**config.mk**
```make
export PLATFORM = sky130hd
export DESIGN_NAME = imm_gen_pipe
export DESIGN_NICKNAME = d
export VERILOG_FILES = /design/src/rtl/imm_gen_pipe.sv
export SDC_FILE = /design/constraint.sdc
export NUM_CORES = 1
export LEC_CHECK = 0
export ABC_AREA = 1
export BUFFER_PORTS_ARGS = -buffer_cell sky130_fd_sc_hd__buf_2
export CAP_MARGIN = 20
export CORE_ASPECT_RATIO = 0.9
export CORE_MARGIN = 2
export CORE_UTILIZATION = 50
export DETAILED_ROUTE_END_ITERATION = 8
export PLACE_DENSITY = 0.77
export SLEW_MARGIN = 20
export SYNTH_ARGS = -nofsm -noshare
export SYNTH_HDL_FRONTEND = slang
export SYNTH_SLANG_ARGS = --single-unit
export TNS_END_PERCENT = 50
```
**constraint.sdc**
```tcl
create_clock -name clk -period 1.55 [get_ports clk]
set_clock_uncertainty 0.1 [all_clocks]
set_input_delay 0.31 -clock clk [delete_from_list [all_inputs] [get_ports clk]]
set_output_delay 0.31 -clock clk [all_outputs]
set_load 0.01 [all_outputs]
```
**src/rtl/imm_gen_pipe.sv**
```systemverilog
// imm_gen_pipe: registered RV32I/RV64I immediate generator for decode.
//
// The instruction word is decoded combinationally on its opcode. The
// result goes into a main register M, which drives out_*, or into a skid
// register K when M is still waiting on the consumer. in_ready comes
// straight from a flop and depends only on the occupancy state, so there
// is no combinational path from out_ready to in_ready.
//
// Ports:
//   clk         clock, rising edge
//   rst_n       asynchronous active-low reset
//   in_valid    in_inst is valid this cycle
//   in_ready    block can accept a word (registered)
//   in_inst     32-bit instruction word
//   out_valid   out_* fields are valid
//   out_ready   consumer accepts out_* this cycle
//   out_imm     sign-extended immediate, XLEN wide
//   out_fmt     0 NONE, 1 I, 2 S, 3 B, 4 U, 5 J
//   out_illegal opcode not recognised
module imm_gen_pipe #(
    parameter int XLEN     = 32,
    parameter bit RV64_OPS = 1'b0
) (
    input  logic            clk,
    input  logic            rst_n,
    input  logic            in_valid,
    output logic            in_ready,
    input  logic [31:0]     in_inst,
    output logic            out_valid,
    input  logic            out_ready,
    output logic [XLEN-1:0] out_imm,
    output logic [2:0]      out_fmt,
    output logic            out_illegal
);

    localparam logic [2:0] FMT_NONE = 3'd0;
    localparam logic [2:0] FMT_I    = 3'd1;
    localparam logic [2:0] FMT_S    = 3'd2;
    localparam logic [2:0] FMT_B    = 3'd3;
    localparam logic [2:0] FMT_U    = 3'd4;
    localparam logic [2:0] FMT_J    = 3'd5;

    typedef struct packed {
        logic [XLEN-1:0] imm;
        logic [2:0]      fmt;
        logic            illegal;
    } res_t;

    typedef enum logic [1:0] {EMPTY, ONE, TWO} state_t;

    // ------------------------------------------------------------------
    // Combinational decode
    // ------------------------------------------------------------------
    logic [6:0]  opcode;
    logic [31:0] imm32;
    res_t        dec;

    assign opcode = in_inst[6:0];

    always_comb begin
        imm32 = '0;
        dec   = '0;
        case (opcode)
            7'b0000011, 7'b0010011, 7'b1100111, 7'b0001111, 7'b1110011: begin
                dec.fmt = FMT_I;
                imm32   = {{20{in_inst[31]}}, in_inst[31:20]};
            end
            7'b0011011: begin
                if (RV64_OPS) begin
                    dec.fmt = FMT_I;
                    imm32   = {{20{in_inst[31]}}, in_inst[31:20]};
                end else begin
                    dec.illegal = 1'b1;
                end
            end
            7'b0100011: begin
                dec.fmt = FMT_S;
                imm32   = {{20{in_inst[31]}}, in_inst[31:25], in_inst[11:7]};
            end
            7'b1100011: begin
                dec.fmt = FMT_B;
                imm32   = {{19{in_inst[31]}}, in_inst[31], in_inst[7],
                           in_inst[30:25], in_inst[11:8], 1'b0};
            end
            7'b0110111, 7'b0010111: begin
                dec.fmt = FMT_U;
                imm32   = {in_inst[31:12], 12'b0};
            end
            7'b1101111: begin
                dec.fmt = FMT_J;
                imm32   = {{11{in_inst[31]}}, in_inst[31], in_inst[19:12],
                           in_inst[20], in_inst[30:21], 1'b0};
            end
            7'b0110011: ;  // register-register: no immediate, legal
            7'b0111011: begin
                if (!RV64_OPS) dec.illegal = 1'b1;
            end
            default: dec.illegal = 1'b1;
        endcase
        // bit 31 of every 32-bit immediate is inst[31]; widen signed
        dec.imm = XLEN'($signed(imm32));
    end

    // ------------------------------------------------------------------
    // Two-entry skid control
    // ------------------------------------------------------------------
    state_t state, state_nx;
    res_t   m_q, k_q;
    logic   rdy_q;
    logic   accept, drain;
    logic   load_m_in, load_m_k, load_k;

    assign in_ready  = rdy_q;
    assign out_valid = (state != EMPTY);
    assign accept    = in_valid && rdy_q;
    assign drain     = out_valid && out_ready;

    always_comb begin
        state_nx  = state;
        load_m_in = 1'b0;
        load_m_k  = 1'b0;
        load_k    = 1'b0;
        case (state)
            EMPTY: begin
                if (accept) begin
                    load_m_in = 1'b1;
                    state_nx  = ONE;
                end
            end
            ONE: begin
                if (accept && drain) begin
                    load_m_in = 1'b1;
                end else if (accept) begin
                    load_k   = 1'b1;
                    state_nx = TWO;
                end else if (drain) begin
                    state_nx = EMPTY;
                end
            end
            TWO: begin
                // in_ready is low here, so only a drain can happen
                if (drain) begin
                    load_m_k = 1'b1;
                    state_nx = ONE;
                end
            end
            default: state_nx = EMPTY;
        endcase
    end

    always_ff @(posedge clk or negedge rst_n) begin
        if (!rst_n) begin
            state <= EMPTY;
            rdy_q <= 1'b1;
        end else begin
            state <= state_nx;
            rdy_q <= (state_nx != TWO);
        end
    end

    // M keeps its last value when drained, so out_* hold while idle
    always_ff @(posedge clk or negedge rst_n) begin
        if (!rst_n) begin
            m_q <= '0;
            k_q <= '0;
        end else begin
            if (load_m_in)     m_q <= dec;
            else if (load_m_k) m_q <= k_q;
            if (load_k)        k_q <= dec;
        end
    end

    assign out_imm     = m_q.imm;
    assign out_fmt     = m_q.fmt;
    assign out_illegal = m_q.illegal;

endmodule

```
# Word level (Yosys, flattened, before mapping)
# Cells that the tools add are included.
[op_classes]
eq_ne = 14
muxes = 18
reduce_logical = 9
[ops]
columns = ["op", "count"]
rows = [
  ["$pmux W32 S5", 1],
  ["$mux W36", 2],
  ["$eq A7 B7 Y1 const B", 4],
  ["$eq A7 B6 Y1 const B", 3],
  ["$pmux W3 S5", 1],
  ["$eq A7 B5 Y1 const B", 2],
  ["$reduce_or A11 Y1", 1],
  ["$mux W2", 5],
  ["$eq A7 B2 Y1 const B", 1],
  ["$eq A7 B4 Y1 const B", 1],
  ["$mux W1", 7],
  ["$pmux W2 S3", 1],
  ["$reduce_or A5 Y1", 1],
  ["$reduce_bool A2 Y1", 2],
  ["$logic_and A1 B1 Y1", 3],
  ["$eq A2 B1 Y1 const B", 1],
  ["$eq A2 B2 Y1 const B", 1],
  ["$logic_not A2 Y1", 1],
  ["$ne A2 B2 Y1 const B", 1],
  ["$pmux W1 S2", 1],
  ["$reduce_or A2 Y1", 1],
]
[word_totals]
register_bits = 75
in_bits = 36
output_inout_bits = 38
word_cells = 49

# Depth between registers and ports, before layout
# Gate-level depths: netlist of the first run.
[depth]
depth_word = 7
ltp_mapped = 11
mapped_depth_nobuf = 10

# Least setup slack after synthesis of the first run
# OpenSTA, ideal clock, no wires.
[synth_timing]
kind = "flip-flop to flip-flop"
startpoint = "reg rdy_q (netlist: in_ready)"
endpoint = "reg m_q, in the netlist out_fmt[1]"
setup_time_ns = 0.130
arrival_ns = 1.342
t_required_ns = 1.320
path_slack_ns = -0.022
path_stages_with_launch = 10
n_path_buf = 2
synth_period_minus_slack_ns = 1.572
cell_sequence = "dfstp_2 -> nand2_1 -> nor2_1 -> nand2_1 -> nand2_1 -> inv_2 -> buf_6 -> buf_6 -> nand2_1 -> o211ai_1"
[synth_via]
elab_chain_len = 5
word_cells_on_any_way = 7
classes_between = "4 x mux; 3 x reduce/logical"
[synth_lines]
columns = ["element", "line_no", "text"]
rows = [
  ["start, declared", "109", "logic rdy_q;"],
  ["start signal, assigned", "157", "rdy_q <= (state_nx != TWO);"],
  ["$logic_and A1 B1 Y1 *", "115", "assign accept = in_valid && rdy_q;"],
  ["$logic_and A1 B1 Y1", "131", "if (accept && drain) begin"],
  ["$mux W1", "131", ""],
  ["$pmux W1 S2 *", "123", "case (state)"],
  ["$mux W36 / $reduce_bool A2 Y1 (equally long branches)", "n/a", ""],
  ["end signal, assigned", "168", "else if (load_m_k) m_q <= k_q;"],
  ["end, declared", "108", "res_t m_q, k_q;"],
]
# Every way passes the cells marked *; elsewhere a longest branch is shown, timed or not.
# A chain may end at the register's enable or synchronous reset.

# Worst setup path in the final report of the first run
[layout_timing]
startpoint = "reg rdy_q (netlist: in_ready)"
endpoint = "reg k_q[7] (netlist name)"
[layout_via]
elab_chain_len = 4
word_cells_on_any_way = 5
classes_between = "3 x mux; 2 x reduce/logical"
[layout_lines]
columns = ["element", "line_no", "text"]
rows = [
  ["$logic_and A1 B1 Y1 *", "115", ""],
  ["$mux W1 / $logic_and A1 B1 Y1 (equally long branches)", "133, 131", ""],
  ["$mux W1 *", "131", ""],
  ["$mux W1 *", "123", ""],
  ["end signal, assigned", "165", "k_q <= '0;"],
  ["end signal, assigned", "169", "if (load_k) k_q <= dec;"],
  ["end, declared", "108", ""],
]
# Marked as above.

==> results of run 1 <==
[sequential cells by signal, indices dropped and copies added, names as in the netlist]
register,cells
k_q,36
out_imm,32
in_ready,1
state,2
out_fmt,3
out_illegal,1
[logic make-up after synthesis]
kind of cell,count (synthesis),synth area share
AND/OR/NAND/NOR,355,0.397
flip-flops,75,0.481
buffers and inverters,65,0.0804
AO/OA/AOI/OAI,26,0.0413
[cells in the final DEF (no fill, tap or decap), types with 4 or more instances in the layout]
cell	netlist	final
a21oi_1	9	9
buf_12	0	11
buf_2	8	72
buf_4	2	24
buf_6	7	5
clkbuf_16	0	5
clkbuf_8	0	10
clkinv_2	0	4
dfrtp_1	74	73
inv_1	34	32
nand2_1	228	216
nand2_2	5	15
nand3_1	75	75
nand3_2	11	11
nor2_1	24	20
nor2_2	4	5
nor2_4	2	5
o21ai_0	7	7
[metal layers]
metal  vias up  wire, um  share of wire  global-route usage
met5         -         0              0                   0
met4         0       211          0.019              0.0909
met3        26       887          0.081              0.0519
met2       180      5380           0.49               0.436
met1      1845      4410           0.41               0.321
li1       1850         -              -                   -
[power by group through the flow]
stage          logic (uW)  registers, uW  clock network (uW)
6_report             2080           2510                1370
5_1_grt              2250           2550                1470
4_1_cts              1660           2490                1380
3_5_place_dp         1610           2520                   0
3_3_place_gp         1570           2510                   0
2_1_floorplan         876           2560                   0
[how the worst max path moves through the flow]
stage / start / endpoint / slack, ns
final: in_ready / k_q[7] / -0.12
after global routing: in_ready / k_q[16] / -0.18
after CTS: in_ready / out_imm[22] / -0.04
after detailed placement: in_ready / k_q[4] / -0.08
after global placement: in_inst[1] / out_imm[20] / -0.04
after floorplan: in_ready / out_fmt[1] / 0.01
[stage by stage]
step | area, um^2 | setup TNS (ns) | power [uW] | util
after floorplan | 3910 | 0 | 3440 | -
after detailed placement | 4590 | -3.06 | 4130 | 0.609
final | 5090 | -4.60 | 5970 | 0.674
after global routing | 5090 | -9.39 | 6260 | 0.674
after global placement | 4590 | -0.735 | 4080 | 0.609
after CTS | 4820 | -0.360 | 5520 | 0.638
[tightest hold or removal path, stage by stage]
cell	delay (ns)
buf_2	0.11
nand3_1	0.08
nand2_1	0.06
[final cells by class]
cell class / instances / area [um^2] / share of cell area
Clock inverter: 5 / 28.8 / 0.00566
Inverter: 38 / 158 / 0.0310
Tap cell: 96 / 120 / 0.0236
Timing Repair Buffer: 120 / 982 / 0.193
Clock buffer: 11 / 141 / 0.0278
Sequential cell: 75 / 1880 / 0.369
Multi-Input combinational cell: 381 / 1780 / 0.349
[what timing repair did]
action                                  CTS  global route
gates cloned                              0             6
hold buffers                              1             0
endpoints found under the setup margin   49            71
endpoints found under the hold margin    20             0
gates resized for setup                   3            38
pin swaps                                 0             6
setup buffers                             3             3
==> out/qor.csv, run 1 <==
metric;value;unit
synth_largest_area_cell;dfrtp_1;
net-switching-power;2110;uW
violations;setup timing;
die_y;87.8;um
syn_nets;557;
synthesis.area;3900;um^2
dieArea;8530;um^2
ys_top_cells_by_count;228 x nand2_1, 75 x nand3_1, 74 x dfrtp_1;
nets;661;
critPathRequiredTime;1.70;ns
timing.hold.ws;0.136;ns
dp.cells;697;
drive_gt1_frac;0.292;
design.portCount;74;
worst_slack;-0.121;ns
critPathKind;reg -> reg;
initial_core_util;0.518;
drtIter0Drc;275;
hold_path_class;in -> reg;
combPwrFrac;0.349;
r2r-end;k_q[7];
via_count;3901;
startpoint_type;register;
synthCells;521;
outcome;finished with violations;
end_kind;register;
finalSetupViolCount;67;
grt_pass1_vias;3758;
first_pass_iters;5;
insertion_delay;0.35;ns
io_buffer_count;73;
synth_most_common_cell;nand2_1;
synth_cell_types;29;
clkPwrFrac;0.230;
slowest_stage;dfstp_2;
fin_crit_sh;1.08;
path_max_fanout;9;
ys_warn_count;0;
netSwitchingFraction;0.354;
syn_avg_cell_area;7.50;um^2
regToRegSetupSlack;-0.12;ns
numCtsBuffers;9;
routedWlPerCell;15.0;um
ys_ff_latch;75;
synth_top_area_share;0.474;
grt_max_degree;39;
rows;30;
min_to;k_q[14];
ant_nets;0;
drc;0;
cp.arrival;1.82;ns
core;7540;um^2
syn_to_final_growth;30.3;%
critical_path.top_delay_family;flip-flops;
rsz0062_at_grt;yes;
seqPwrFrac;0.421;
dp_slack;-0.0803;ns
cts_tree;built;
ys_seq_area_frac;0.481;
leakage;0.00299;uW
min_from;in_inst[30];
powerDensity;1170;nW/um^2
clk_pin_slew_worst_paths;0.08;ns
viasPerCell;5.37;
synth_flop_cell;dfrtp_1;
grt_overflow;0;
cts_buffer_depth;2;
clkSinkCount;75;
peakVddDrop;0.835;mV
reg2regPathDepth;8;
antenna_cells;0;
synth_edf_count;0;
antenna_found_initial;0;
grt_pass1_wl;17200;um
crit_path_max_incr_delay;0.56;ns
worstReg2RegStart;in_ready;
p_int;3850;uW
grtUsageTotal;0.252;
maxSlewHeadroom;0.795;
routed_wl;10900;um
synthArstFlopShare;1.00;
maxSlewViolCount;0;
drv_cap;0;
finalHoldViolCount;0;
fin_cells;726;
clock.fmax;0.598;GHz
worst_pin_slew;0.307;ns
clockRootBuffer;clkbuf_8;
worstPathCellList;nand2_4, nor2_4, inv_2, nor2_4, clkinv_4, buf_6, nand2_1, nand2_1;
gp_congestion;0.996;
path_buf_inv;3;
hold_depth;3;
cts.htree.levels;3;
worst-path-stages;8;
period_needed;1.67;ns
yosys-top-cells-area;dfrtp_1 47%, nand2_1 22%, nand3_1 9.6%;
fp.dieW;97.2;um
hpwlAfterDp;7080;um
nFillCells;621;
Note: power is estimated with default switching activity, not from simulation.
==> run 2, diff against run 1 <==
--- a/config.mk
+++ b/config.mk
@@ -12,7 +12,7 @@
 export CORE_MARGIN = 2
 export CORE_UTILIZATION = 50
 export DETAILED_ROUTE_END_ITERATION = 8
-export PLACE_DENSITY = 0.77
+export PLACE_DENSITY = 0.79
 export SLEW_MARGIN = 20
 export SYNTH_ARGS = -nofsm -noshare
 export SYNTH_HDL_FRONTEND = slang
==> run 2 against run 1 <==
  * The run still ends with setup timing left
  * First-iteration DRC count is 4.0% lower
  * Cell count is 0.55% lower
  * Worst setup slack better by 0.042 ns
  * Utilization is 0.45 points higher
  * Critical path type unchanged
  * Largest cell class unchanged
  * Largest power group unchanged
==> out/qor.csv, run 2 (same netlist as run 1, synthesis figures left out) <==
metric;value;unit;change
netSwitchingFraction;0.344;;-0.0101
nFillCells;588;;-5.3%
combPwrFrac;0.336;;-0.013
tns;-0.930;ns;+3.67 ns
io_buffer_count;73;;unchanged
outcome;finished with violations;;
dp.cells;693;;-0.57%
p_int;4140;uW;+7.4%
layout_common_cells;223 x nand2_1, 73 x dfrtp_1, 72 x buf_2;;
dieArea;8530;um^2;unchanged
grt_max_degree;34;;-13%
peakVddDrop;0.633;mV;-24%
hold_path_class;in -> reg;;
numCtsBuffers;9;;unchanged
fin_area;5120;um^2;+0.66%
cts_buffer_depth;2;;unchanged
routedWlPerCell;15.3;um;+1.9%
drtIter0Drc;264;;-4.0%
net-switching-power;2170;uW;+2.7%
syn_to_final_growth;31.1;%;
clock.fmax;0.614;GHz;+2.6%
die_y;87.8;um;unchanged
first_pass_iters;4;;-1
drc;0;;unchanged
grt_pass1_vias;3767;;+0.24%
cts_tree;built;;
grt_overflow;0;;unchanged
antenna_cells;0;;unchanged
design.portCount;74;;unchanged
fp.dieW;97.2;um;unchanged
timing.hold.ws;0.122;ns;-0.0133 ns
core;7540;um^2;unchanged
fin_crit_sh;1.05;;-0.0273
routed_wl;11000;um;+1.3%
worst_pin_slew;0.391;ns;+0.0841 ns
period_needed;1.63;ns;-0.0422 ns
powerDensity;1230;nW/um^2;+5.0%
multi_input_area;1800;um^2;+1.4%
ant_nets;0;;unchanged
nets;657;;-0.61%
insertion_delay;0.35;ns;about the same
critPathRequiredTime;1.68;ns;-0.02 ns
antenna_found_initial;0;;unchanged
grtUsageTotal;0.254;;+0.00187
gp_congestion;0.947;;-4.9%
clkPwrFrac;0.267;;+0.037
end_kind;register;;
initial_core_util;0.518;;unchanged
drv_cap;0;;unchanged
largest_register_ffs;36;;unchanged
drive_gt1_frac;0.286;;-0.00612
cp.arrival;1.76;ns;-0.06 ns
seqPwrFrac;0.398;;-0.023
leakage;0.00301;uW;+0.82%
clkSinkCount;75;;unchanged
maxSlewHeadroom;0.740;;-0.0556
post-route-util;0.679;;+0.00448
postPlaceCellArea;4570;um^2;-0.38%
fin_cells;722;;-0.55%
via_count;3922;;+0.54%
clk_pin_slew_worst_paths;0.08;ns;about the same
clockRootBuffer;clkbuf_8;;
grt_pass1_wl;17400;um;+0.72%
regArea;1880;um^2;unchanged
critPathKind;reg -> reg;;
startpoint_type;register;;
viasPerCell;5.43;;+1.1%
rsz0062_at_grt;yes;;
maxSlewViolCount;0;;unchanged
finalHoldViolCount;0;;unchanged
path_max_fanout;6;;-3
rows;30;;unchanged
violations;setup timing;;
hpwlAfterDp;7020;um;-0.97%
finalSetupViolCount;36;;-46%
top_register;k_q;;
cts.htree.levels;3;;unchanged
layout_commonest_cell;nand2_1;;
worst_slack;-0.0791;ns;+0.0422 ns
-- run 2: cell types whose count changed in the layout (fill, tap and decap cells not counted), sizes merged --
cell	delta
buf	-4
bufinv	+2
clkbuf	-2
clkinv	-4
clkinvlp	+2
inv	+2
-- run 2: power by group through the flow --
stage	registers, uW	logic (uW)	clock network (uW)
2_1_floorplan	2560	876	0
3_3_place_gp	2510	1560	0
3_5_place_dp	2530	1580	0
4_1_cts	2500	1720	1700
5_1_grt	2540	2290	1780
6_report	2510	2120	1680
-- run 2: path summary, 6_finish.rpt --
path,startpoint,endpoint,slack [ns],depth (start not counted)
setup / recovery,in_ready,out_fmt[1],-0.08,9
min in group asynchronous,rst_n,out_imm[8],0.30,2
max in group asynchronous,rst_n,in_ready,0.49,3
setup reg to reg,in_ready,out_fmt[1],-0.08,9
hold / removal,in_inst[30],k_q[14],0.12,3
hold reg to reg,k_q[11],k_q[11],0.38,2
-- run 2: worst max-delay path, stage by stage (launching register included) --
cell,delay [ns]
dfstp_2,0.57
nand2_4,0.06
nor2_4,0.13
nand2_4,0.10
nand2_4,0.09
inv_6,0.06
buf_4,0.14
buf_4,0.12
nand2_1,0.05
o211ai_1,0.09
-- run 2: layer usage --
metal,vias to the layer above,GRT usage,share of wire
met5,-,0,0
met4,0,0.0704,0.012
met3,20,0.0615,0.075
met2,158,0.449,0.49
met1,1899,0.318,0.42
li1,1845,-,-
-- run 2: timing repair --
action | in CTS | in global routing
cloned | 1 | 6
endpoints found under the setup margin | 68 | 68
hold endpoints to repair | 24 | 0
gates resized for setup | 8 | 26
buffers inserted | 2 | 3
pin swaps | 0 | 3
hold buffers | 1 | 0
-- run 2: layout make-up --
class / count / share of cell area
Sequential cell: 75 / 0.367
Timing Repair inverter: 1 / 0.00220
Clock buffer: 10 / 0.0249
Timing Repair Buffer: 115 / 0.179
Inverter: 38 / 0.0340
Clock inverter: 6 / 0.0173
Tap cell: 96 / 0.0235
Multi-Input combinational cell: 381 / 0.352
-- run 2: metrics by stage --
step | total power, uW | setup WS [ns]
after floorplan | 3440 | 0.0120
after global placement | 4070 | -0.0639
after detailed placement | 4100 | -0.0801
after CTS | 5920 | -0.0588
after global routing | 6610 | -0.130
final | 6310 | -0.0791
==> run 3, diff against run 2 <==
--- a/config.mk
+++ b/config.mk
@@ -8,11 +8,11 @@
 export ABC_AREA = 1
 export BUFFER_PORTS_ARGS = -buffer_cell sky130_fd_sc_hd__buf_2
 export CAP_MARGIN = 20
-export CORE_ASPECT_RATIO = 0.9
+export CORE_ASPECT_RATIO = 2
 export CORE_MARGIN = 2
-export CORE_UTILIZATION = 50
+export CORE_UTILIZATION = 55
 export DETAILED_ROUTE_END_ITERATION = 8
-export PLACE_DENSITY = 0.79
+export PLACE_DENSITY = 0.82
 export SLEW_MARGIN = 20
 export SYNTH_ARGS = -nofsm -noshare
 export SYNTH_HDL_FRONTEND = slang
==> constraint.sdc (replaced) <==
create_clock -name clk -period 1.7 [get_ports clk]
set_clock_uncertainty 0.1 [all_clocks]
set_input_delay 0.34 -clock clk [delete_from_list [all_inputs] [get_ports clk]]
set_output_delay 0.34 -clock clk [all_outputs]
set_load 0.01 [all_outputs]
==> run 3 against run 2 <==
  * The run now ends clean
  * Cell count decreased by 3.2%
  * Combinational power decreased by 25%
  * Critical path type unchanged
  * Largest cell class unchanged
  * Cell area decreased by 4.1%
  * First-iteration DRC count increased by 41%
  * Critical path depth decreased by 1
  * Die area decreased by 8.2%
==> out/qor.csv, run 3 (same netlist as run 1, synthesis figures left out) <==
metric;value;unit;change
hold_depth;3;;unchanged
rows;43;;+43%
cts.htree.levels;3;;unchanged
worstReg2RegStart;in_ready;;
slowest_stage;dfstp_2;;
grt_overflow;0;;unchanged
finalSetupViolCount;0;;-100%
dp_slack;0.0120;ns;+0.0920 ns
gp_congestion;1.00;;+5.6%
critPathKind;reg -> reg;;
min_to;k_q[12];;
design.portCount;74;;unchanged
tns;0;ns;+0.930 ns
routedWlPerCell;15.7;um;+2.5%
drc;0;;unchanged
finalHoldViolCount;0;;unchanged
startpoint_type;register;;
first_pass_iters;5;;+1
clkSinkCount;75;;unchanged
initial_core_util;0.567;;+0.0495
leakage;0.00290;uW;-4.0%
core;6890;um^2;-8.7%
antenna_cells;0;;unchanged
io_buffer_count;73;;unchanged
peakVddDrop;0.729;mV;+15%
drive_gt1_frac;0.248;;-0.0380
worst_pin_slew;0.399;ns;+0.00827 ns
largest_register_ffs;36;;unchanged
nets;640;;-2.6%
maxSlewViolCount;0;;unchanged
fp.dieW;63.6;um;-35%
top_register;k_q;;
crit_path_max_incr_delay;0.53;ns;-0.04 ns
end_kind;register;;
worstPathCellList;nand2_2, nor2_4, inv_2, nor2_4, buf_6, clkbuf_16, nand3_1, nand2_1;;
reg2regPathDepth;8;;-1
powerDensity;1190;nW/um^2;-3.5%
period_needed;1.64;ns;+0.0122 ns
clockRootBuffer;clkbuf_16;;
cts_tree;built;;
clock.fmax;0.609;GHz;-0.74%
layout_common_cells;225 x nand2_1, 75 x nand3_1, 74 x dfrtp_1;;
r2r-end;k_q[14];;
insertion_delay;0.34;ns;about the same
hpwlAfterDp;7080;um;+0.85%
regArea;1880;um^2;about the same
multi_input_area;1730;um^2;-3.9%
path_max_fanout;10;;+4
grtUsageTotal;0.288;;+0.0338
crit_top_cell;nor2_4;;
grt_pass1_wl;17400;um;+0.20%
regToRegSetupSlack;0.06;ns;+0.14 ns
numCtsBuffers;9;;unchanged
grt_pass1_vias;3813;;+1.2%
cts_buffer_depth;2;;unchanged
antenna_found_initial;0;;unchanged
ant_nets;0;;unchanged
cp.arrival;1.82;ns;+0.06 ns
grt_max_degree;40;;+18%
viasPerCell;5.45;;+0.26%
clk_pin_slew_worst_paths;0.06;ns;-0.02 ns
outcome;finished, final reports clean;;
nFillCells;561;;-4.6%
syn_to_final_growth;25.8;%;
via_count;3807;;-2.9%
fin_crit_sh;0.965;;-0.0856
critPathRequiredTime;1.88;ns;+0.20 ns
dieArea;7830;um^2;-8.2%
drtIter0Drc;371;;+41%
min_from;in_inst[28];;
die_y;123;um;+40%
maxSlewHeadroom;0.734;;-0.00552
hold_path_class;in -> reg;;
drv_cap;0;;unchanged
layout_commonest_cell;nand2_1;;
worst_slack;0.0588;ns;+0.138 ns
routed_wl;11000;um;-0.75%
run 3: changes by cell type in the layout (fill, tap and decap cells not counted), moves of 3 or more:
cell,change
buf_4,-14
clkbuf_8,-7
nand2_4,-3
nand3_1,+8
clkbuf_16,+7
nand3_2,-8
run 3: how the worst max path moves through the flow:
stage,startpoint,end,slack (ns),cells past startpoint
3_3_place_gp,in_ready,k_q[0],0.04,8
6_report,in_ready,k_q[14],0.06,8
5_1_grt,in_ready,k_q[26],-0.01,8
3_5_place_dp,in_inst[1],out_imm[22],0.01,10
4_1_cts,in_ready,out_imm[28],0.05,10
2_1_floorplan,in_ready,out_fmt[1],0.13,9
run 3: what timing repair did:
action,CTS,global route
setup endpoints to repair,1,44
pin swaps,0,2
gates resized for setup,1,13
cloned,0,2
hold endpoints to repair,23,0
buffers inserted,0,2
hold buffers,1,0
run 3: per-layer routing:
| layer | vias up | global-route usage | part of all wire |
|---|---|---|---|
| li1 | 1805 | - | - |
| met1 | 1813 | 0.325 | 0.37 |
| met2 | 161 | 0.513 | 0.55 |
| met3 | 28 | 0.0482 | 0.054 |
| met4 | 0 | 0.156 | 0.030 |
| met5 | - | 0 | 0 |
run 3: critical path: cells and delay by family, from the launching register on:
family        cells  cell delay (ns)
flops             1             0.53
simple gates      5             0.58
buf+inv           3             0.36
run 3: power by group:
group / switching, uW / internal, uW
logic: 949 / 634
clock network: 755 / 1220
registers: 187 / 2100
total: 1890 / 3950
run 3: area by class of cell:
| class | instances | area share |
|---|---|---|
| flip-flops and latches | 75 | 0.382 |
| clock buffers | 11 | 0.0514 |
| inverters | 38 | 0.0295 |
| repair buffers | 99 | 0.149 |
| well taps | 90 | 0.0229 |
| multi-input cells | 381 | 0.353 |
| clock inverters | 5 | 0.0122 |
run 3: per-stage QoR:
step	util	area (um^2)	power [uW]	cells	hold WS, ns
detailed placement	0.651	4480	3740	678	0.187
global route	0.713	4910	6110	699	0.175
floorplan	-	3910	3130	521	-0.0556
CTS	0.699	4810	5730	695	0.161
global placement	0.651	4480	3690	678	0.180
finish	0.713	4910	5840	699	0.173
